<file path="src/rtl/uart_rx.sv">
// Oversampling UART receiver: 2-flop synchronizer, 3-sample majority vote per bit,
// 8 data bits LSB first, optional even/odd parity, one-cycle outcome strobes.
module uart_rx #(
  parameter int unsigned DATA_W  = 8,
  parameter int unsigned PRESC_W = 6
) (
  input  logic               clk,
  input  logic               rst,
  input  logic               RX_IN,
  input  logic [PRESC_W-1:0] Prescale,
  input  logic               PAR_EN,
  input  logic               PAR_TYP,
  output logic [DATA_W-1:0]  P_DATA,
  output logic               Data_Valid,
  output logic               Par_Err,
  output logic               Stop_Err
);

  localparam int unsigned CNT_W = $clog2(DATA_W);

  typedef enum logic [2:0] {StIdle, StStart, StData, StParity, StStop} state_e;

  state_e             r_state;
  logic               r_sync1;
  logic               r_sync2;
  logic [PRESC_W-1:0] r_edge_cnt;
  logic [CNT_W-1:0]   r_bit_cnt;
  logic [DATA_W-1:0]  r_shift;
  logic [PRESC_W-1:0] r_presc;
  logic               r_par_en;
  logic               r_par_typ;
  logic               r_par_err;
  logic [2:0]         r_smp;

  logic [PRESC_W-1:0] w_half;
  logic               w_bit_end;
  logic               w_stop_end;
  logic               w_maj;

  always_comb begin
    w_half     = {1'b0, r_presc[PRESC_W-1:1]};
    w_bit_end  = (r_edge_cnt == r_presc - PRESC_W'(1));
    w_stop_end = (r_edge_cnt == r_presc - PRESC_W'(2));
    w_maj      = (r_smp[0] & r_smp[1]) | (r_smp[0] & r_smp[2]) | (r_smp[1] & r_smp[2]);
  end

  always_ff @(posedge clk or posedge rst) begin
    if (rst) begin
      r_state    <= StIdle;
      r_sync1    <= 1'b1;
      r_sync2    <= 1'b1;
      r_edge_cnt <= '0;
      r_bit_cnt  <= '0;
      r_shift    <= '0;
      r_presc    <= '0;
      r_par_en   <= 1'b0;
      r_par_typ  <= 1'b0;
      r_par_err  <= 1'b0;
      r_smp      <= 3'b111;
      P_DATA     <= '0;
      Data_Valid <= 1'b0;
      Par_Err    <= 1'b0;
      Stop_Err   <= 1'b0;
    end else begin
      r_sync1    <= RX_IN;
      r_sync2    <= r_sync1;
      Data_Valid <= 1'b0;
      Par_Err    <= 1'b0;
      Stop_Err   <= 1'b0;

      if (r_state != StIdle) begin
        r_edge_cnt <= w_bit_end ? '0 : r_edge_cnt + PRESC_W'(1);
        if (r_edge_cnt == w_half - PRESC_W'(1)) r_smp[0] <= r_sync2;
        if (r_edge_cnt == w_half)               r_smp[1] <= r_sync2;
        if (r_edge_cnt == w_half + PRESC_W'(1)) r_smp[2] <= r_sync2;
      end

      unique case (r_state)
        StIdle: begin
          if (!r_sync2) begin
            r_state    <= StStart;
            r_edge_cnt <= '0;
            r_bit_cnt  <= '0;
            r_par_err  <= 1'b0;
            r_presc    <= Prescale;
            r_par_en   <= PAR_EN;
            r_par_typ  <= PAR_TYP;
          end
        end
        StStart: begin
          if (w_bit_end) r_state <= w_maj ? StIdle : StData;
        end
        StData: begin
          if (w_bit_end) begin
            r_shift   <= {w_maj, r_shift[DATA_W-1:1]};
            r_bit_cnt <= r_bit_cnt + CNT_W'(1);
            if (r_bit_cnt == CNT_W'(DATA_W - 1)) r_state <= r_par_en ? StParity : StStop;
          end
        end
        StParity: begin
          if (w_bit_end) begin
            r_par_err <= (w_maj != (^r_shift ^ r_par_typ));
            r_state   <= StStop;
          end
        end
        StStop: begin
          // Finish one cycle before the nominal bit end so a start bit that follows
          // immediately is picked up without slipping a cycle.
          if (w_stop_end) begin
            r_state    <= StIdle;
            r_edge_cnt <= '0;
            if (r_par_err) begin
              Par_Err <= 1'b1;
            end else if (!w_maj) begin
              Stop_Err <= 1'b1;
            end else begin
              Data_Valid <= 1'b1;
              P_DATA     <= r_shift;
            end
          end
        end
        default: r_state <= StIdle;
      endcase
    end
  end

endmodule

</file>
<file path="config.mk">
export PLATFORM = sky130hd
export DESIGN_NAME = uart_rx
export DESIGN_NICKNAME = d
export VERILOG_FILES = /design/src/rtl/uart_rx.sv
export SDC_FILE = /design/constraint.sdc
export NUM_CORES = 1
export LEC_CHECK = 0
export ABC_AREA = 1
export CORE_ASPECT_RATIO = 1.1
export CORE_MARGIN = 4
export CORE_UTILIZATION = 50
export CTS_CLUSTER_SIZE = 28
export DETAILED_ROUTE_END_ITERATION = 10
export DONT_BUFFER_PORTS = 1
export PLACE_DENSITY = 0.77
export SYNTH_ARGS = -nofsm -noshare
export SYNTH_HDL_FRONTEND = slang
export SYNTH_SLANG_ARGS = --single-unit
</file>
<file path="constraint.sdc">
create_clock -name clk -period 2.55 [get_ports clk]
set_clock_uncertainty 0.2 [all_clocks]
set_input_delay 0.3825 -clock clk [delete_from_list [all_inputs] [get_ports clk]]
set_output_delay 0.3825 -clock clk [all_outputs]
set_load 0.01 [all_outputs]
</file>
# --- Yosys cells after proc, flatten, opt, wreduce, memory -nomap -nowiden ---
# Index checks and enable logic that the tools add are counted.
totals:
  wordCells: 93
  output_inout_bits: 11
  regBits: 45
  inputBits: 11
classes:
  mux: 31
  bitwise: 8
  eq_ne: 17
  n_reduce_logical: 14
  add_sub_neg: 6
ops:
  columns: ["op", "count"]
  rows:
  - ["$mux 3", 9]
  - ["$eq 6x6->1", 4]
  - ["$mux 6", 4]
  - ["$pmux 3 s5", 1]
  - ["$mux 1", 13]
  - ["$ne 2x2->1 const B", 6]
  - ["$pmux 6 s2", 1]
  - ["$reduce_and 2->1", 5]
  - ["$reduce_xor 8->1", 1]
  - ["$add 5x1->6 const B", 1]
  - ["$add 6x1->6 const B", 1]
  - ["$eq 3x2->1 const B", 2]
  - ["$eq 3x3->1 const B", 2]
  - ["$eq 6x5->1", 1]
  - ["$pmux 3 s2", 1]
  - ["$reduce_and 3->1", 2]
  - ["$reduce_and 6->1", 1]
  - ["$sub 5x1->6 const B", 1]
  - ["$sub 6x1->6 const B", 1]
  - ["$sub 6x2->6 const B", 1]
  - ["$reduce_and 4->1", 1]
  - ["$reduce_bool 2->1", 2]
  - ["$add 3x1->3 const B", 1]
  - ["$and 1x1->1", 3]
  - ["other kinds (9)", 11]

# --- Depth between registers and ports, before layout ---
depth:
  ltp_word: 7
  ltp_mapped: 14
  depth_no_buf: 14

# --- Least setup slack after synthesis ---
# OpenSTA, ideal clock, no wires.
synth_path:
  path_type: "reg-to-reg"
  startpoint: "reg r_presc[1]"
  endpoint: "reg r_bit_cnt[1]"
  t_arrival_ps: 1748
  synth_period_minus_slack_ps: 2066
  setup_ps: 117
  n_path_buf: 1
  slack_ps: 484
  path_stages_with_launch: 13
  path_cell_list: "dfrtp_1 -> inv_1 -> ha_1 -> nand2_2 -> nor2_1 -> nand3_1 -> nand2_1 -> nand3_2 -> nor2_4 -> nand2_4 -> buf_6 -> nand3_1 -> nand2_1"
synth_between:
  elab_chain_len: 4
synth_rtl:
  columns: ["element", "line_no", "source"]
  rows:
  - ["start, declared", "29", "logic [PRESC_W-1:0] r_presc;"]
  - ["start signal, assigned", "85", "r_presc <= Prescale;"]
  - ["$sub 6x1->6", "42", "w_bit_end = (r_edge_cnt == r_presc - PRESC_W'(1));"]
  - ["$eq 6x6->1", "42", null]
  - ["$ne 2x2->1 (no source line)", null, null]
  - ["$reduce_and 3->1 (no source line)", null, null]
  - ["end signal, assigned", "96", "r_bit_cnt <= r_bit_cnt + CNT_W'(1);"]
  - ["end, declared", "27", "logic [CNT_W-1:0] r_bit_cnt;"]
# No other way between the ends.
# A chain may end at the register's enable or synchronous reset.

# --- Final worst setup path ---
layout_path:
  startpoint: "reg r_presc[1]"
  endpoint: "reg r_bit_cnt[0]"
# Same word-level chain as after synthesis.

==> impl_metrics.csv <==
group,metric,value,unit
critical_path,cp_top_family,"simple AND/OR/NAND/NOR gates",
yosys,synth-xor-area-share,0.0608,
clocking,cts_htree_levels,2,
floorplan,core-area,5360,um2
clocking,clock-sinks,45,
clocking,clockRootBuffer,"clkbuf_8",
floorplan,dieArea,6720,um2
yosys,synth_edf_count,0,
timing,finalCriticalPeriod,2.32,ns
final_layout,nets,390,
critical_path,critical_path_required,2.58,ns
timing,tns,0,ns
power_and_ir_drop,vdd_drop_max,0.482,mV
yosys,synthMuxAreaShare,0.00411,
critical_path,crit_type,"flop to flop",
yosys,ys_async_sr_fraction,1.00,
final_layout,regArea,1130,um2
yosys,synthAdderAreaFrac,0.0320,
timing,final-setup-viol-count,0,
clocking,clk_pin_slew,0.09,ns
placed_design,portBuffers,0,
hold_path,worstHoldStart,"PAR_TYP",
yosys,synth_fp_nets,379,
critical_path,regToRegStartpoint,"r_presc[1]",
final_layout,syn2layout_area_growth,8.50,%
critical_path,path_cells,"clkinvlp_4 > ha_1 > inv_1 > nand2_1 > nand2_1 > nor2_1 > nand4_2 > nor2_4 > nand2_4 > nand2_2 > nor2_1 > a21oi_1",
final_layout,multi_input_area,1400,um2
route,via_count,2228,
grt,antenna_found_initial,0,
final_layout,diodes,0,
yosys,ys.flop_type,"dfrtp_1",
route,first_iter_violations,61,
yosys,synth_top_family_by_area,"simple AND/OR/NAND/NOR gates",
yosys,synthCells,361,
timing,hold_violations,0,
clocking,cts_tree,"built",
yosys,synth-simple-area-share,0.319,
clocking,clock_latency,0.31,ns
floorplan,initial_core_util,0.511,
critical_path,path_buf_inv,2,
grt,grt_max_degree,27,
route,routed_via_density,4.97,
yosys,ys_top_cells_by_area,"dfrtp_1, nand2_1, nor2_1, dfstp_2, inv_1",
timing,final_max_slew_viol_count,0,
yosys,yosys.area.top_type,"dfrtp_1",
floorplan,die_h,85.6,um
yosys,syn_avg_cell_area,7.58,um2
clocking,clock_path_buffers,2,
floorplan,num_rows,28,
final_layout,drive_gt1_frac,0.161,
critical_path,critPathLaunch,"r_presc[1]",
timing,rsz0062_at_grt,"no",
timing,worst_pin_slew,0.904,ns
yosys,yosys_register_bits,45,
timing,maxSlewHeadroom,0.393,
route,drt-total-wl,5730,um
placed_design,globalplace.congestion,0.913,
yosys,yosysUniqueCellTypes,37,
grt,grtUsageTotal,0.186,
floorplan,io_pins,22,
placed_design,place_hpwl,4450,um
yosys,yosysSeqAreaShare,0.414,
hold_path,hold_path.class,"input port to flop",
critical_path,critPathMaxStageDelay,0.45,ns
timing,max_freq,0.431,GHz
yosys,synth_top_area_frac,0.366,
critical_path,slowest_stage,"dfrtp_2",
route,route.detailed.drc,0,
yosys,synth_compound_area_frac,0.0900,
timing,timing.hold.ws,0.0229,ns
critical_path,crit_fanout,19,
power_and_ir_drop,p_leak,1.46,nW
route,dr.pass1.iters,6,
critical_path,start_kind,"flop",
flow_run,cap_violations,0,
yosys,syn-cell-area,2740,um2
route,drt-wirelength-per-cell,12.8,um
grt,overflow,0,
route,drtAntennaViolNets,0,
final_layout,nFillCells,497,
floorplan,die_w,78.6,um
critical_path,worstSetupEndpointType,"flop",
timing,final.period_utilization,0.909,
outcome,outcome,"finished clean",
clocking,cts_made_buffers,5,
grt,grt_pass1_wl,9770,um
power_and_ir_drop,powerDensity,1080,nW/um2
grt,grt_pass1_vias,2125,
yosys,synth_warnings,0,
critical_path,arrival,2.35,ns
worst reg2reg max path: cells and delay by family (launching register included):
| family | cells | cell delay, ns |
|---|---|---|
| buffers and inverters | 2 | 0.20 |
| adders and majority gates | 1 | 0.34 |
| AOI/OAI and AO/OA | 1 | 0.11 |
| DFF | 1 | 0.45 |
| and+or+nand+nor | 8 | 0.97 |
area by class of cell:
type                       instances  area share
inverter                          45      0.0586
clock inverter                     2     0.00505
sequential                        45       0.382
multi-input combinational        265       0.472
timing repair buffer              10      0.0270
tap                               75      0.0316
clock buffer                       6      0.0244
cell usage after synthesis, drive strengths merged (2+ instances only):
| master | n |
|---|---|
| xor2 | 13 |
| or2 | 2 |
| xnor2 | 6 |
| ha | 7 |
| o21ai | 24 |
| clkinv | 2 |
| nand3 | 26 |
| nand2 | 115 |
| nor3 | 5 |
| inv | 43 |
| buf | 5 |
| nor2 | 42 |
| dfstp | 5 |
| dfrtp | 40 |
| a21oi | 13 |
| nand4 | 7 |
worst paths after layout:
path                                 to  slack, ns  cells past startpoint
hold / removal                r_par_typ       0.02                      1
min in group asynchronous     P_DATA[0]       0.41                      2
setup / recovery           r_bit_cnt[0]       0.23                     12
hold reg to reg                 r_sync2       0.17                      0
setup reg to reg           r_bit_cnt[0]       0.23                     12
max in group asynchronous      r_smp[0]       1.05                      3
through the flow:
| stage | cell area, um2 | total power, mW | cells | utilization | setup slack (ns) |
|---|---|---|---|---|---|
| 6_report | 2970 | 3.20 | 448 | 0.554 | 0.231 |
| 4_1_cts | 2930 | 3.16 | 445 | 0.546 | 0.184 |
| 3_3_place_gp | 2820 | 2.67 | 435 | 0.526 | 0.263 |
| 5_1_grt | 2970 | 3.50 | 448 | 0.554 | 0.0332 |
| 2_1_floorplan | 2740 | 2.36 | 361 | - | 0.484 |
| 3_5_place_dp | 2820 | 2.71 | 435 | 0.526 | 0.215 |
power breakdown:
group,switching [mW],internal (mW)
Clock,0.249,0.193
Combinational,1.02,0.615
Sequential,0.222,0.897
metal layers:
layer	vias to the layer above	global-route usage	wire length, um
li1	1158	-	-
met1	1015	0.218	2360
met2	43	0.328	2980
met3	12	0.0357	233
met4	0	0.0811	156
met5	-	0	0
placed cells by master (no fill, tap or decap), types with 5 or more instances in the layout:
master    count
o21ai_2      11
xor2_1       13
xnor2_1       6
dfstp_2       5
o21ai_0      10
clkbuf_8      5
nand3_1      24
inv_1        31
nand2_1     112
inv_2        10
dfrtp_1      39
nand4_1       5
ha_1          6
buf_4         8
nor2_1       40
a21oi_1      11
registers in the layout, summed over array words and instances (netlist names), 3 cells and up:
name and cells:
P_DATA 8, r_shift 8, r_edge_cnt 6, r_presc 6
r_bit_cnt 3, r_smp 3, r_state 3
cells by family after synthesis:
family / Yosys count
compound gates: 39
xor+xnor: 19
fa+ha+maj: 7
buf+inv: 51
flops: 45
mux: 1
simple gates: 199
what timing repair did:
action	in CTS	in global routing
setup endpoints to repair	0	15
buffers inserted	0	3
hold endpoints to repair	25	0
resized for setup	0	5
hold buffers	2	0
No activity file was read; power rests on OpenSTA's default activity.
